File: config.mk
export PLATFORM = sky130hd
export DESIGN_NAME = seq_pattern_gen
export DESIGN_NICKNAME = d
export VERILOG_FILES = /design/src/rtl/seq_pattern_gen_pkg.sv /design/src/rtl/seq_pattern_gen.sv
export SDC_FILE = /design/constraint.sdc
export NUM_CORES = 1
export LEC_CHECK = 0
export ABC_CLOCK_PERIOD_IN_PS = 2800
export BUFFER_PORTS_ARGS = -buffer_cell sky130_fd_sc_hd__clkbuf_2
export CAP_MARGIN = 20
export CORE_UTILIZATION = 45
export CTS_CLUSTER_DIAMETER = 200
export CTS_CLUSTER_SIZE = 20
export DETAILED_ROUTE_END_ITERATION = 8
export GPL_TIMING_DRIVEN = 1
export PLACE_DENSITY = 0.68
export RECOVER_POWER = 100
export SKIP_LAST_GASP = 1
export SLEW_MARGIN = 20
export SYNTH_ARGS = -nofsm -noshare
export SYNTH_HDL_FRONTEND = slang
export SYNTH_SLANG_ARGS = --single-unit
File: constraint.sdc
create_clock -name clk -period 2.8 [get_ports clk]
set_input_delay 0.14 -clock clk [delete_from_list [all_inputs] [get_ports clk]]
set_output_delay 0.14 -clock clk [all_outputs]
set_load 0.02 [all_outputs]
File: src/rtl/seq_pattern_gen_pkg.sv
// Shared types and default sizing for the serial pattern generator.
// Latency: n/a (declarations only).
// Backpressure: n/a (declarations only).
package seq_pattern_gen_pkg;

    // Default sizing; the module takes these as parameter defaults.
    localparam int unsigned c_nbits_dflt = 8;
    localparam int unsigned c_rbits_dflt = 4;

    // Width of a length field (holds 0..p_nbits) and of a bit index (0..p_nbits-1).
    localparam int unsigned c_lenbits = $clog2(c_nbits_dflt) + 1;
    localparam int unsigned c_idxbits = $clog2(c_nbits_dflt);

    typedef enum logic {
        IDLE = 1'b0,
        SEND = 1'b1
    } state_t;

endpackage

File: src/rtl/seq_pattern_gen.sv
// Serial bit-pattern transmitter: shifts a 1..p_nbits pattern out MSB-first, repeat_+1 times.
// Latency: first bit is visible the cycle after the accepting edge; back-to-back commands leave no gap.
// Backpressure: start_rdy is high in IDLE and on the final bit only; offers at other times are ignored.
//
// Ports:
//   clk, reset             - clock, synchronous active-high reset
//   start_val / start_rdy  - command handshake; pattern, len, repeat_ sampled on the firing edge
//   pattern, len, repeat_  - bits to send ([len-1] first), bits per pass, extra passes
//   out, out_val, last     - serial bit, bit qualifier, final bit of final pass
module seq_pattern_gen
    import seq_pattern_gen_pkg::*;
#(
    parameter int unsigned p_nbits = c_nbits_dflt,
    parameter int unsigned p_rbits = c_rbits_dflt
) (
    input  logic                     clk,
    input  logic                     reset,
    input  logic                     start_val,
    output logic                     start_rdy,
    input  logic [p_nbits-1:0]       pattern,
    input  logic [$clog2(p_nbits):0] len,
    input  logic [p_rbits-1:0]       repeat_,
    output logic                     out,
    output logic                     out_val,
    output logic                     last
);

    localparam int unsigned lw = $clog2(p_nbits) + 1;
    localparam int unsigned iw = $clog2(p_nbits);

    state_t             state;
    state_t             state_nxt;
    logic [p_nbits-1:0] pat_r;
    logic [lw-1:0]      len_r;
    logic [iw-1:0]      bit_idx;
    logic [p_rbits-1:0] rep_cnt;

    logic               fire;
    logic               load;
    logic               final_bit;
    logic [lw-1:0]      len_eff;
    logic [lw-1:0]      len_m1;
    logic [lw-1:0]      len_r_m1;

    // Over-long lengths are clamped at capture so the index never exceeds the pattern.
    assign len_eff   = (len > lw'(p_nbits)) ? lw'(p_nbits) : len;
    assign len_m1    = len_eff - lw'(1);
    assign len_r_m1  = len_r - lw'(1);
    assign final_bit = (state == SEND) && (bit_idx == '0) && (rep_cnt == '0);
    assign fire      = start_val && start_rdy;

    // State register
    always_ff @(posedge clk) begin
        if (reset) begin
            state <= IDLE;
        end else begin
            state <= state_nxt;
        end
    end

    // Next-state logic. A zero-length command completes the handshake but loads nothing,
    // so the block lands in (or stays in) IDLE.
    always_comb begin
        state_nxt = state;
        load      = 1'b0;
        case (state)
            IDLE: begin
                if (fire && (len_eff != '0)) begin
                    state_nxt = SEND;
                    load      = 1'b1;
                end
            end
            SEND: begin
                if (final_bit) begin
                    if (fire && (len_eff != '0)) begin
                        load = 1'b1;
                    end else begin
                        state_nxt = IDLE;
                    end
                end
            end
            default: state_nxt = IDLE;
        endcase
    end

    // Datapath registers: pattern, length, bit index within a pass, passes remaining.
    always_ff @(posedge clk) begin
        if (reset) begin
            pat_r   <= '0;
            len_r   <= '0;
            bit_idx <= '0;
            rep_cnt <= '0;
        end else if (load) begin
            pat_r   <= pattern;
            len_r   <= len_eff;
            bit_idx <= len_m1[iw-1:0];
            rep_cnt <= repeat_;
        end else if (state == SEND) begin
            if (bit_idx != '0) begin
                bit_idx <= bit_idx - 1'b1;
            end else if (rep_cnt != '0) begin
                // End of a pass with passes left: restart the pattern from its MSB.
                rep_cnt <= rep_cnt - 1'b1;
                bit_idx <= len_r_m1[iw-1:0];
            end
        end
    end

    // Moore outputs, from registers only.
    always_comb begin
        out       = 1'b0;
        out_val   = 1'b0;
        last      = 1'b0;
        start_rdy = 1'b1;
        if (state == SEND) begin
            out       = pat_r[bit_idx];
            out_val   = 1'b1;
            last      = final_bit;
            start_rdy = final_bit;
        end
    end

endmodule

# Word level (Yosys, flattened, before mapping)
# Index checks and enable logic that the tools add are counted.
[op_classes] n_reduce_logical=14 mux=20 n_eq_ne=1 n_addsub=4 n_lt_le_gt_ge=2 n_bitwise=1
[op_table] cell="$mux 4" count=5
[op_table] cell="$mux 3" count=4
[op_table] cell="$sub 3x1->3 const B" count=3
[op_table] cell="$mux 1" count=8
[op_table] cell="$reduce_bool 4->1" count=2
[op_table] cell="$reduce_bool 3->1" count=2
[op_table] cell="$gt 4x4->1 const B" count=1
[op_table] cell="$logic_and 1x1->1" count=4
[op_table] cell="$logic_not 4->1" count=1
[op_table] cell="$lt 3x4->1 const B" count=1
[op_table] cell="$pmux 1 s2" count=2
[op_table] cell="$reduce_bool 2->1" count=2
[op_table] cell="$sub 4x1->4 const B" count=1
[op_table] cell="$bmux 1 s3" count=1
[op_table] cell="$logic_not 3->1" count=1
[op_table] cell="$reduce_and 3->1" count=1
[op_table] cell="$ne 2x2->1 const B" count=1
[op_table] cell="$reduce_and 2->1" count=1
[op_table] cell="$not 1->1" count=1
[word_totals] ff_bits=19 input_bits=19 wordCells=47 output_inout_bits=4

# Longest topological paths before layout
[logic_depth] ltp_word=11 mapped_depth=11 mapped_depth_nobuf=11

# Worst setup path after synthesis
# Ideal clock, no wire load.
[synth_path] path_type="register -> register" from="register rep_cnt[0]" to="register bit_idx[2]" period_less_slack_ns=2.410 setup_time_ns=0.070 required_ns=2.730 setup_slack_ns=0.390 arrival_time_ns=2.340 n_path_buf=0 path_stages_with_launch=12 cell_sequence="dfxtp_1 -> inv_1 -> ha_1 -> or3b_4 -> o41a_1 -> clkinv_2 -> nand4b_1 -> o21a_1 -> ha_1 -> xor2_1 -> a211o_1 -> a21oi_1"
[synth_via] elab_chain_cells=10 elab_cells_between_ends=13 cone_classes="5 x mux; 8 x reduce/logical"
[synth_rtl] item="from (decl)" line_no="seq_pattern_gen.sv:36" rtl="logic [p_rbits-1:0] rep_cnt;"
[synth_rtl] item="from (signal assigned)" line_no="seq_pattern_gen.sv:97" rtl="rep_cnt <= repeat_;"
[synth_rtl] item="from (signal assigned)" line_no="seq_pattern_gen.sv:103" rtl="rep_cnt <= rep_cnt - 1'b1;"
[synth_rtl] item="$logic_not 4->1" line_no="seq_pattern_gen.sv:49" rtl="assign final_bit = (state == SEND) && (bit_idx == '0) && (rep_cnt == '0);"
[synth_rtl] item="$logic_and 1x1->1" line_no="seq_pattern_gen.sv:49"
[synth_rtl] item="$mux 1" line_no="seq_pattern_gen.sv:115" rtl="if (state == SEND) begin"
[synth_rtl] item="$logic_and 1x1->1" line_no="seq_pattern_gen.sv:50" rtl="assign fire = start_val && start_rdy;"
[synth_rtl] item="$logic_and 1x1->1" line_no="seq_pattern_gen.sv:68, seq_pattern_gen.sv:75"
[synth_rtl] item="$mux 1" line_no="seq_pattern_gen.sv:68, seq_pattern_gen.sv:75"
[synth_rtl] item="$mux 1" line_no="seq_pattern_gen.sv:74" rtl="if (final_bit) begin"
[synth_rtl] item="$pmux 1 s2" line_no="seq_pattern_gen.sv:66" rtl="case (state)"
[synth_rtl] item="$reduce_bool 3->1 (no source line) / $reduce_bool 2->1 (equally long branches)"
[synth_rtl] item="$reduce_and 2->1 (no source line)"
[synth_rtl] item="to (signal assigned)" line_no="seq_pattern_gen.sv:96" rtl="bit_idx <= len_m1[iw-1:0];"
[synth_rtl] item="to (signal assigned)" line_no="seq_pattern_gen.sv:100" rtl="bit_idx <= bit_idx - 1'b1;"
[synth_rtl] item="to (signal assigned)" line_no="seq_pattern_gen.sv:104" rtl="bit_idx <= len_r_m1[iw-1:0];"
[synth_rtl] item="to (decl)" line_no="seq_pattern_gen.sv:35" rtl="logic [iw-1:0] bit_idx;"
# Parallel ways exist; a longest one is shown, timed or not.
# A chain may end at the register's enable or synchronous reset.

# Worst setup path after layout
# Same ends and word-level chain as after synthesis.

==> out/metrics.csv <==
metric,value,unit
Root Buffer,clkbuf_4,
input/output buffers,22,
sequential fraction of design power,49.7,%
Logic pwr share,28.7,%
Total Nets Final,162,
met3 Usage GRT,4.01,%
power density cells,566,nW/um2
vias per cell,5.71,
"Top FF cell, synth",dfxtp_1,
slew margin rel.,54.4,%
drt wl/cell,13.9,um
largest family of logic cells by synthesized area,compound AO/OA/AOI/OAI gates,
Syn Inst Count,120,
Fmax achieved,384,MHz
post-synthesis register bit count,19,
Mean Syn Cell Area,8.63,um2
crit end category,flip-flop,
number of synthesized flops with an enable pin,0,
worst endpoint required time,3.03,ns
crit-path cells,inv_1 > ha_1 > or3b_4 > o41a_1 > buf_4 > nor2_1 > o21a_1 > ha_1 > xor2_1 > a211o_1 > a21oi_1,
setup tns final,0,ns
Leak Pwr,0.431,nW
min-delay worst type,input port to flip-flop,
hold path depth,3,
# hold bufs at CTS,0,
Adder-Cell Fraction of Synth Area,3.62,%
Int Pwr,0.440,mW
cell area after synthesis,1040,um2
die area,2500,um2
met2 Usage GRT,36.2,%
"Top cell by count, worst path",ha_1,
Initial DRT Pass Iterations,4,
Yosys warnings,0,
final setup violation count,0,
clk slew on worst S/H paths,0.11,ns
CTS tree,yes,
Core Area,2190,um2
Reg2Reg Depth,11,
status,"finished, final reports clean",
Post CTS Setup Buffer Count,0,
Worst-Skew Late Latency,0.30,ns
Final Critical Period,2.61,ns
switch share,33.5,%
Pins Over Slew Limit,0,
cts bufs inserted,3,
Setup Crit Path Kind,flip-flop to flip-flop,
I/O pin total,23,
Synth Area in XOR/XNOR,3.38,%
initial antenna violation count,0,
Die Height,50.0,um
Arrival @ worst endpoint,2.84,ns
simple-gate portion of the synthesized area,20.5,%
GRT Max-Usage Layer,met2,
Crit-path slowest cell,or3b_4,
Inserted Diodes,0,
Netlist cell types,34,
Antenna Nets Post-Route,0,
VDD IR max,0.000277,V
global placer's final weighted congestion,0.749,
clk sinks,19,
mux contribution to synthesized area,5.31,%
Starting DRT DRC Count,12,
RSZ-0062 raised after global routing,false,
Synth Area in Compound Gates,24.5,%
crit-path max FO,20,
Synth-to-Final Area Change,12.7,%
fill count,222,
clock group share of total power,21.6,%
register area share after synthesis,36.7,%
H-tree depth,1,
vias in the first global route,863,
actual slew at the worst max-slew pin,0.675,ns
post-cts resize count,0,
DRC violations left,0,
crit share post-route,93.1,%
Initial Util,47.3,%
maxcap violations,0,
CP peak stage delay,0.40,ns
startpoint types,flip-flop,
share of cells above drive strength 1,20.9,%
via count,953,
Tot GR Track Use,20.4,%
maximum clock path buffer count,2,
syn_nets,142,
final hold slack,0.0615,ns
met1 Use GR,23.8,%
Post-DP HPWL,1.67,mm
FP Rows,17,
Final Skew,0.00289,ns
total wire length,2.32,mm
global-route wire length before repair,3.86,mm
Switching Power,0.222,mW
Async SR Flop Fraction,0,%
largest net degree at the start of global routing,21,
die width,50.0,um
Util after Layout,53.3,%
grt ovf,0,
Final Hold Viols,0,
placed insts,163,
Post-Layout Cell Count,167,
[Yosys cell counts (2+ instances only)]
library cell,instances,area (um2)
nand3b_1,3,22.5
xor2_1,3,26.3
nor2b_1,2,12.5
ha_1,3,37.5
a211oi_1,4,30.0
nand2b_1,2,12.5
dfxtp_1,19,380
o21a_1,2,15.0
nor2_1,4,15.0
o41a_1,2,22.5
nand3_1,12,60.1
a21oi_1,17,85.1
clkbuf_1,7,26.3
o21ai_0,11,55.1
inv_1,2,7.51
nor3_1,6,30.0
mux4_2,2,45.0
nand2_1,3,11.3
[stage by stage]
stage	area (um2)	total power, mW	setup slack, ns
floorplan	1040	0.479	0.390
global placement	1150	0.522	0.333
detailed placement	1150	0.530	0.226
CTS	1180	0.670	0.201
global route	1170	0.701	0.0233
finish	1170	0.661	0.193
[cell usage in the layout, fill, tap and decap left out, drive strengths merged]
cell type | netlist | layout
o211ai | 1 | 1
buf | 3 | 2
nor3 | 6 | 6
o221ai | 1 | 1
nor4b | 1 | 1
nand3b | 3 | 3
clkinv | 1 | 1
xnor2 | 1 | 1
or3b | 1 | 1
xor2 | 3 | 3
dfxtp | 19 | 19
inv | 2 | 2
a21oi | 17 | 17
nand3 | 12 | 12
nor3b | 1 | 1
nor2b | 2 | 2
clkbuf | 7 | 27
and2 | 1 | 1
nand4b | 1 | 1
o21ai | 12 | 12
mux2i | 1 | 1
nand2b | 2 | 2
o41a | 2 | 2
o21a | 2 | 2
a211oi | 4 | 4
mux4 | 2 | 2
nand2 | 3 | 3
nor2 | 4 | 4
o41ai | 1 | 1
ha | 3 | 3
a211o | 1 | 1
[worst max-delay path: cells and delay by family, from the launching register on]
family | cells | cell delay, ns
adder cells (fa/ha/maj) | 2 | 0.33
XOR/XNOR | 1 | 0.08
buffers and inverters | 2 | 0.30
AND/OR/NAND/NOR | 2 | 0.56
AO/OA/AOI/OAI | 4 | 0.92
flip-flops | 1 | 0.35
[registers in the layout, indices dropped and copies added, names as in the netlist]
register and flops:
bit_idx 3, len_r 3, pat_r 8, rep_cnt 4, state 1
[power by group through the flow]
stage	logic [mW]	registers [mW]	clock network [mW]
after floorplan	0.164	0.315	0
after global placement	0.188	0.335	0
after detailed placement	0.194	0.336	0
after CTS	0.195	0.330	0.146
after global routing	0.213	0.334	0.154
final	0.190	0.328	0.143
[path summary, 6_finish.rpt]
| kind | startpoint | to | slack (ns) |
|---|---|---|---|
| max | rep_cnt[0] | bit_idx[2] | 0.19 |
| min | pattern[5] | pat_r[5] | 0.06 |
| max reg2reg | rep_cnt[0] | bit_idx[2] | 0.19 |
| min reg2reg | pat_r[0] | pat_r[0] | 0.48 |
[kinds of logic after synthesis]
logic type                 after synthesis
buffers and inverters                   13
DFF                                     19
AOI/OAI and AO/OA                       41
xor gates and xnor gates                 4
muxes                                    3
adders and majority gates                3
and+or+nand+nor                         37
[layout make-up]
class                      count  area, um2  share of cell area [%]
clock buffer                   4       26.3                    2.25
inverter                       3       12.5                    1.07
multi-input combinational     88        588                    50.4
sequential                    19        380                    32.6
tap                           28       35.0                    3.00
timing repair buffer          25        125                    10.7
[per-layer routing]
layer	vias to the layer above	part of all wire [%]
met4	0	0.60
met2	17	50
met5	-	0
met3	2	3.8
li1	483	-
met1	451	45
Note: power is estimated with default switching activity, not from simulation.
